[config.mk]
export PLATFORM = sky130hd
export DESIGN_NAME = jump_ctrl
export DESIGN_NICKNAME = d
export VERILOG_FILES = /design/src/rtl/game_pkg.sv /design/src/rtl/jump_buf.sv /design/src/rtl/jump_ctrl.sv
export SDC_FILE = /design/constraint.sdc
export NUM_CORES = 1
export LEC_CHECK = 0
export ABC_AREA = 1
export BUFFER_PORTS_ARGS = -buffer_cell sky130_fd_sc_hd__buf_2
export CAP_MARGIN = 20
export CELL_PAD_IN_SITES_DETAIL_PLACEMENT = 1
export CELL_PAD_IN_SITES_GLOBAL_PLACEMENT = 1
export CORE_MARGIN = 2
export CORE_UTILIZATION = 34
export CTS_BUF_LIST = sky130_fd_sc_hd__clkbuf_8
export DETAILED_ROUTE_END_ITERATION = 8
export PLACE_DENSITY_LB_ADDON = 0.1
export SYNTH_ARGS = -nofsm -noshare
export SYNTH_HDL_FRONTEND = slang
export SYNTH_SLANG_ARGS = --single-unit
[constraint.sdc]
create_clock -name CLK -period 3.15 [get_ports CLK]
set_input_delay 0.63 -clock CLK [delete_from_list [all_inputs] [get_ports CLK]]
set_output_delay 0.63 -clock CLK [all_outputs]
set_load 0.01 [all_outputs]
[src/rtl/game_pkg.sv]
// game_pkg: shared types and constants for the sprite motion logic.
package game_pkg;
    typedef enum logic [1:0] {GROUNDED, JUMP, FALL, LAND} state_t;
    localparam int COUNT_W = 11;
    localparam int VEL_W = 10;
    localparam logic [COUNT_W-1:0] GRAV_LOAD = 11'd340;
endpackage

[src/rtl/jump_buf.sv]
// jump_buf: jump-key edge detect with a frame-counted press buffer.
module jump_buf import game_pkg::*; #(
    parameter int BUF_FRAMES = 4
) (
    input  logic CLK,
    input  logic RESET,
    input  logic jump_key,
    input  logic frame_tick,
    input  logic take,
    output logic pending
);
    localparam int CW = $clog2(BUF_FRAMES + 1);
    logic key_q, pend_q, pend_d, press;
    logic [CW-1:0] cnt_q, cnt_d;
    always_comb begin
        press = jump_key & ~key_q;
        pend_d = press ? 1'b1 : (take || (frame_tick && pend_q && cnt_q == CW'(1))) ? 1'b0 : pend_q;
        cnt_d = press ? CW'(BUF_FRAMES) : (frame_tick && pend_q) ? cnt_q - CW'(1) : cnt_q;
    end
    always_ff @(posedge CLK or posedge RESET) begin
        if (RESET) begin
            key_q <= 1'b0;
            pend_q <= 1'b0;
            cnt_q <= '0;
        end else begin
            key_q <= jump_key;
            pend_q <= pend_d;
            cnt_q <= cnt_d;
        end
    end
    assign pending = pend_q;
endmodule

[src/rtl/jump_ctrl.sv]
// jump_ctrl: grounded/jump/fall controller driving the gravity counter
// and turning its Count into a signed per-frame vertical velocity.
module jump_ctrl import game_pkg::*; #(
    parameter int JUMP_V = 10,
    parameter int VEL_SHIFT = 5,
    parameter int MAX_FALL = 12,
    parameter int BUF_FRAMES = 4
) (
    input  logic CLK,
    input  logic RESET,
    input  logic frame_tick,
    input  logic jump_key,
    input  logic on_ground,
    input  logic head_hit,
    input  logic [COUNT_W-1:0] Count,
    output logic count_en,
    output logic pure_grav,
    output logic count_rst,
    output logic signed [VEL_W-1:0] y_vel,
    output logic in_air,
    output logic land_pulse
);
    localparam logic signed [COUNT_W-1:0] JV = COUNT_W'(JUMP_V);
    localparam logic signed [COUNT_W-1:0] VMAX = COUNT_W'(MAX_FALL);
    localparam logic [COUNT_W-1:0] COUNT_HOLD = COUNT_W'((JUMP_V + MAX_FALL) << VEL_SHIFT);
    state_t state_q, state_d;
    logic pending, take, cnt_en, grav_ld;
    logic signed [COUNT_W-1:0] v_raw, v;
    jump_buf #(.BUF_FRAMES(BUF_FRAMES)) u_buf (
        .CLK(CLK),
        .RESET(RESET),
        .jump_key(jump_key),
        .frame_tick(frame_tick),
        .take(take),
        .pending(pending)
    );
    assign v_raw = $signed(Count >> VEL_SHIFT) - JV;
    assign v = (v_raw > VMAX) ? VMAX : v_raw;
    // Counter controls are Mealy so the counter moves on the same edge as the state.
    always_comb begin
        state_d = state_q;
        cnt_en = 1'b0;
        grav_ld = 1'b0;
        take = 1'b0;
        case (state_q)
            GROUNDED: begin
                if (frame_tick && pending) begin
                    state_d = JUMP;
                    take = 1'b1;
                end else if (frame_tick && !on_ground) begin
                    state_d = FALL;
                    cnt_en = 1'b1;
                    grav_ld = 1'b1;
                end
            end
            JUMP: begin
                cnt_en = frame_tick;
                if (frame_tick && head_hit) begin
                    state_d = FALL;
                    grav_ld = 1'b1;
                end else if (!v[COUNT_W-1]) begin
                    state_d = FALL;
                end
            end
            FALL: begin
                cnt_en = frame_tick && !on_ground && (Count < COUNT_HOLD);
                if (frame_tick && on_ground) state_d = LAND;
            end
            default: state_d = GROUNDED;
        endcase
    end
    always_ff @(posedge CLK or posedge RESET) begin
        if (RESET) state_q <= GROUNDED;
        else state_q <= state_d;
    end
    assign count_en = cnt_en & ~RESET;
    assign pure_grav = grav_ld & ~RESET;
    assign count_rst = ~count_en & (state_q == GROUNDED || state_q == LAND);
    assign in_air = (state_q == JUMP) || (state_q == FALL);
    assign land_pulse = (state_q == LAND);
    assign y_vel = in_air ? v[VEL_W-1:0] : '0;
endmodule

==> After elaboration in Yosys (flattened, before gate mapping) <==
Index checks and enable logic that the tools add are counted.
{ "totals": {"word_cells": 55, "input_bits": 17, "reg_bits": 7, "output_inout_bits": 15} }
{ "classes": {"eq_ne": 7, "muxes": 19, "n_bitwise": 7, "n_reduce_logical": 14, "n_lt_le_gt_ge": 2, "n_addsub": 2} }
{ "ops": {"columns": ["cell", "count"], "rows": [
  ["11-bit by 10-bit < comparator with 1-bit output, second input constant", 1],
  ["11-bit two-way mux", 1],
  ["10-bit two-way mux", 1],
  ["2-bit two-way mux", 5],
  ["7-bit by 5-bit > comparator with 1-bit output, second input constant", 1],
  ["1-bit two-way mux", 7],
  ["6-bit by 4-bit subtractor with 7-bit output, second input constant", 1],
  ["1-bit logical AND", 6],
  ["3-bit two-way mux", 2],
  ["3-bit != test, second input constant", 2],
  ["2-bit case mux with 3 select lines", 1],
  ["1-bit bitwise AND", 4],
  ["2-bit equality test, second input constant", 2],
  ["2-bit nonzero test", 2],
  ["3-bit by 1-bit equality test with 1-bit output, second input constant", 1],
  ["1-bit logical OR", 3],
  ["1-bit NOT", 3],
  ["1-bit case mux with 3 select lines", 1],
  ["3-bit AND reduction", 1],
  ["3-bit by 1-bit subtractor with 3-bit output, second input constant", 1],
  ["2-bit by 1-bit equality test with 1-bit output, second input constant", 1],
  ["2-bit zero test", 1],
  ["2-bit != test, second input constant", 1],
  ["1-bit case mux with 2 select lines", 1],
  ["1-bit zero test", 1]
]} }

==> Logic depth before layout (Yosys ltp) <==
{ "depth": {"word_depth": 8, "mapped_depth": 14, "depth_no_buf": 14} }

==> By module <==
A second synthesis with hierarchy kept.
{ "hier_totals": {"cells_unflattened": 113, "hier_area_um2": 728.2} }
{ "by_module_without_submodules": {"columns": ["mod", "seq_area_each_um2", "area_per_inst_um2", "instances", "cells_each"], "rows": [
  ["jump_ctrl", 50.0, 469.2, 1, 80],
  ["jump_buf", 125.1, 259.0, 1, 33]
]} }

==> Worst setup path after synthesis <==
No wires, ideal clock.
{ "synth_timing": {"path_type": "input -> output", "startpoint": "input Count[6]", "endpoint": "output y_vel[0]", "slack_ps": 700, "t_arrival_ps": 1820, "stages": 12, "n_path_buf": 0, "path_cell_list": "inv_1 -> ha_1 -> inv_1 -> nand2_1 -> nand2_1 -> nand2_1 -> nand2_2 -> nand3_1 -> ha_1 -> nand2_2 -> nand2_2 -> nor2_1"} }
{ "synth_between": {"elab_chain_cells": 4} }
{ "synth_lines": {"columns": ["element", "line_no", "source"], "rows": [
  ["start: declaration", "jump_ctrl.sv:15", "input logic [COUNT_W-1:0] Count,"],
  ["6-bit by 4-bit subtractor with 7-bit output", "jump_ctrl.sv:37", "assign v_raw = $signed(Count >> VEL_SHIFT) - JV;"],
  ["7-bit by 5-bit > comparator with 1-bit output", "jump_ctrl.sv:38", "assign v = (v_raw > VMAX) ? VMAX : v_raw;"],
  ["11-bit two-way mux", "jump_ctrl.sv:38", null],
  ["10-bit two-way mux", "jump_ctrl.sv:81", "assign y_vel = in_air ? v[VEL_W-1:0] : '0;"],
  ["end: declaration", "jump_ctrl.sv:19", "output logic signed [VEL_W-1:0] y_vel,"]
]} }
Every way passes these cells.

==> Worst setup path in the final report <==
{ "layout_timing": {"startpoint": "input Count[6]", "endpoint": "output y_vel[5]"} }
{ "layout_between": {"elab_chain_cells": 4} }
{ "layout_lines": {"columns": ["element", "line_no"], "rows": [
  ["6-bit by 4-bit subtractor with 7-bit output *", "jump_ctrl.sv:37"],
  ["7-bit by 5-bit > comparator with 1-bit output", "jump_ctrl.sv:38"],
  ["11-bit two-way mux *", "jump_ctrl.sv:38"],
  ["10-bit two-way mux *", "jump_ctrl.sv:81"]
]} }
Every way passes the cells marked *; elsewhere a longest branch is shown, timed or not.

==> results.yml <==
status:
  outcome: "finished clean"
clock_network:
  cts-root-buf: "clkbuf_8"
  path_clk_slew_ns: 0.04
  cts.hold.buffers_added: 0
  cts_setup_buffers: 0
  clk_latency_ns: 0.23
  numCtsBuffers: 3
  cts_buffer_depth: 2
  cts.repair.resized: 0
  numClockSinks: 7
  htree_levels: 1
  cts_tree: "built"
global_route:
  gr-usage-all-layers_pct: 16.2
  grt_pass1_wl_um: 3060
  overflow: 0
  grt_pass1_vias: 764
  grt_max_degree: 8
  antenna_found_initial: 0
die:
  rows: 16
  die_w_um: 48.9
  dieArea_um2: 2390
  start_util_pct: 35.7
  dieHeight_um: 48.9
  io_pins: 32
  core_area_um2: 1920
critical_path:
  arrival_ns: 2.14
  ff2ff_setup_slack_ns: 1.77
  start_kind: "input port"
  startpoint: "Count[6]"
  path_max_fanout: 5
  critPathCaptureType: "primary output"
  worstPathRequired_ns: 2.52
  crit_type: "in2out"
  reg2reg_depth: 6
  r2r_start: "state_q[1]$_DFFE_PP0P_"
  r2r-end: "state_q[1]$_DFFE_PP0P_"
  cp-endpoint: "y_vel[5]"
synthesis:
  synth_commonest_cells: "19 x inv_1, 17 x nand2_1, 11 x nor2_1"
  synthTopCellsByArea: "dfrtp_1 26%, ha_1 15%, inv_1 10%, nand2_1 9.3%, a21oi_1 7.3%"
  synthesis.nets: 127
  seq_area_frac_synth_pct: 25.5
  synth_edf_count: 0
  syn_area_um2: 686
  ys_ff_latch: 7
  synth_cells: 102
  ys_async_sr_fraction_pct: 100
  yosys_warnings: 0
  synth_ff_type: "dfrtp_1"
  syn_area_per_cell_um2: 6.72
  ys_types: 19
  yosysMostFrequentCell: "inv_1"
  synth_top_area_share_pct: 25.5
  yosys.area.top_type: "dfrtp_1"
sta:
  relSlewSlack_pct: 80.6
  fin_tns_setup_ns: 0
  setup_slack_ns: 0.376
  slew_viol_final: 0
  hold_viol: 0
  rsz0062_at_grt: "no"
  finClkSkew_ns: 0.00595
  post-route-period-util_pct: 88.1
  setup_viol: 0
  fmax_mhz: 360
  finalCriticalPeriod_ns: 2.77
  worst_pin_slew_ns: 0.291
routing:
  vias: 739
  drtIter0Drc: 3
  drcViolationCount: 0
  first_pass_iters: 2
  ant_nets: 0
  avgViaCountPerCell: 4.74
  wl_per_cell_um: 11.0
  postRouteWirelength_um: 1710
min_path:
  hold_class: "in2async"
final_layout:
  fin_nets: 155
  n_antenna_cell: 0
  fin_area_um2: 872
  final_layout_size_suffix_gt1_share_pct: 29.5
  synthToLayoutAreaGrowth_pct: 27.2
  finish.utilization_pct: 45.4
placed_design:
  placed_cell_area_um2: 827
  io_buffer_count: 26
  dp_worst_setup_slack_ns: 0.372
  gp_congestion: 0.720
  dp_hpwl_um: 1470
job:
  cap_violations: 0
power_and_ir_drop:
  fin_total_pwr_mw: 0.678
  vdd_drop_max_mv: 0.480
  power_density_nw_per_um2: 777
  p_leak_nw: 0.510
[cell usage in the layout (no fill, tap or decap)]
master,count
a21oi_2,1
nor3_1,1
o21ai_0,7
nand3_1,5
a31oi_1,1
clkbuf_8,3
nor3b_1,1
o21ai_1,1
nand3b_1,1
a21oi_1,10
nand2_1,17
nand2_2,6
nor3_2,1
a211oi_1,1
ha_1,8
dfrtp_1,7
inv_1,20
or2_2,1
nor2_1,11
buf_2,26
[state kept, by name, indices dropped and copies added, names as in the netlist]
name and flops:
state_q 2, u_buf.pending 1, u_buf.cnt_q 3, u_buf.key_q 1
[cell type report]
type                    count  area (um^2)
clock inverters             1         3.75
repair buffers             26          130
flip-flops and latches      7          175
well taps                  27         33.8
inverters                  19         71.3
fillers                   279         1050
multi-input cells          73          417
clock buffers               3         41.3
[how the worst min path moves through the flow]
stage                          startpoint                          to  slack [ns]  cells past startpoint
2_1_floorplan                       RESET      state_q[0]$_DFFE_PP0P_        0.43                      1
3_3_place_gp   u_buf.cnt_q[2]$_DFFE_PP0P_  u_buf.cnt_q[2]$_DFFE_PP0P_        0.49                      1
3_5_place_dp   u_buf.cnt_q[2]$_DFFE_PP0P_  u_buf.cnt_q[2]$_DFFE_PP0P_        0.50                      1
4_1_cts                             RESET   u_buf.pending$_DFFE_PP0P_        0.36                      2
5_1_grt                             RESET   u_buf.pending$_DFFE_PP0P_        0.39                      2
6_report                            RESET  u_buf.cnt_q[1]$_DFFE_PP0P_        0.35                      2
[critical path, cell delays in order]
cell and delay [ns]:
buf_2 0.12, inv_1 0.06, ha_1 0.21, inv_1 0.06, nand2_1 0.09, nand2_1 0.07, nand2_1 0.05, nand2_2 0.08
nand3_1 0.09, ha_1 0.29, nand2_2 0.09, nand2_2 0.07, nor2_1 0.09, buf_2 0.13
[power by group]
group	switching, mW	internal, mW
Clock	0.0394	0.0843
Combinational	0.243	0.156
Sequential	0.0259	0.129
[per-stage QoR]
step | cells | hold slack (ns)
final | 156 | 0.354
after CTS | 156 | 0.362
after global routing | 156 | 0.394
after floorplan | 102 | 0.433
after detailed placement | 152 | 0.499
after global placement | 152 | 0.491
[metal layers]
layer / share of wire (%) / wire length, um / vias up / GRT usage (%)
li1: - / - / 378 / -
met1: 41 / 709 / 341 / 16.3
met2: 52 / 892 / 18 / 32.0
met3: 5.1 / 88 / 2 / 2.76
met4: 1.1 / 18 / 0 / 7.14
met5: 0 / 0 / - / 0
[cell families after synthesis]
| family | share of synthesized area (%) |
|---|---|
| and+or+nand+nor | 29.7 |
| buffers and inverters | 13.7 |
| AOI/OAI and AO/OA | 16.4 |
| adders and majority gates | 14.6 |
| DFF | 25.5 |
(Power assumes the default switching activity.)
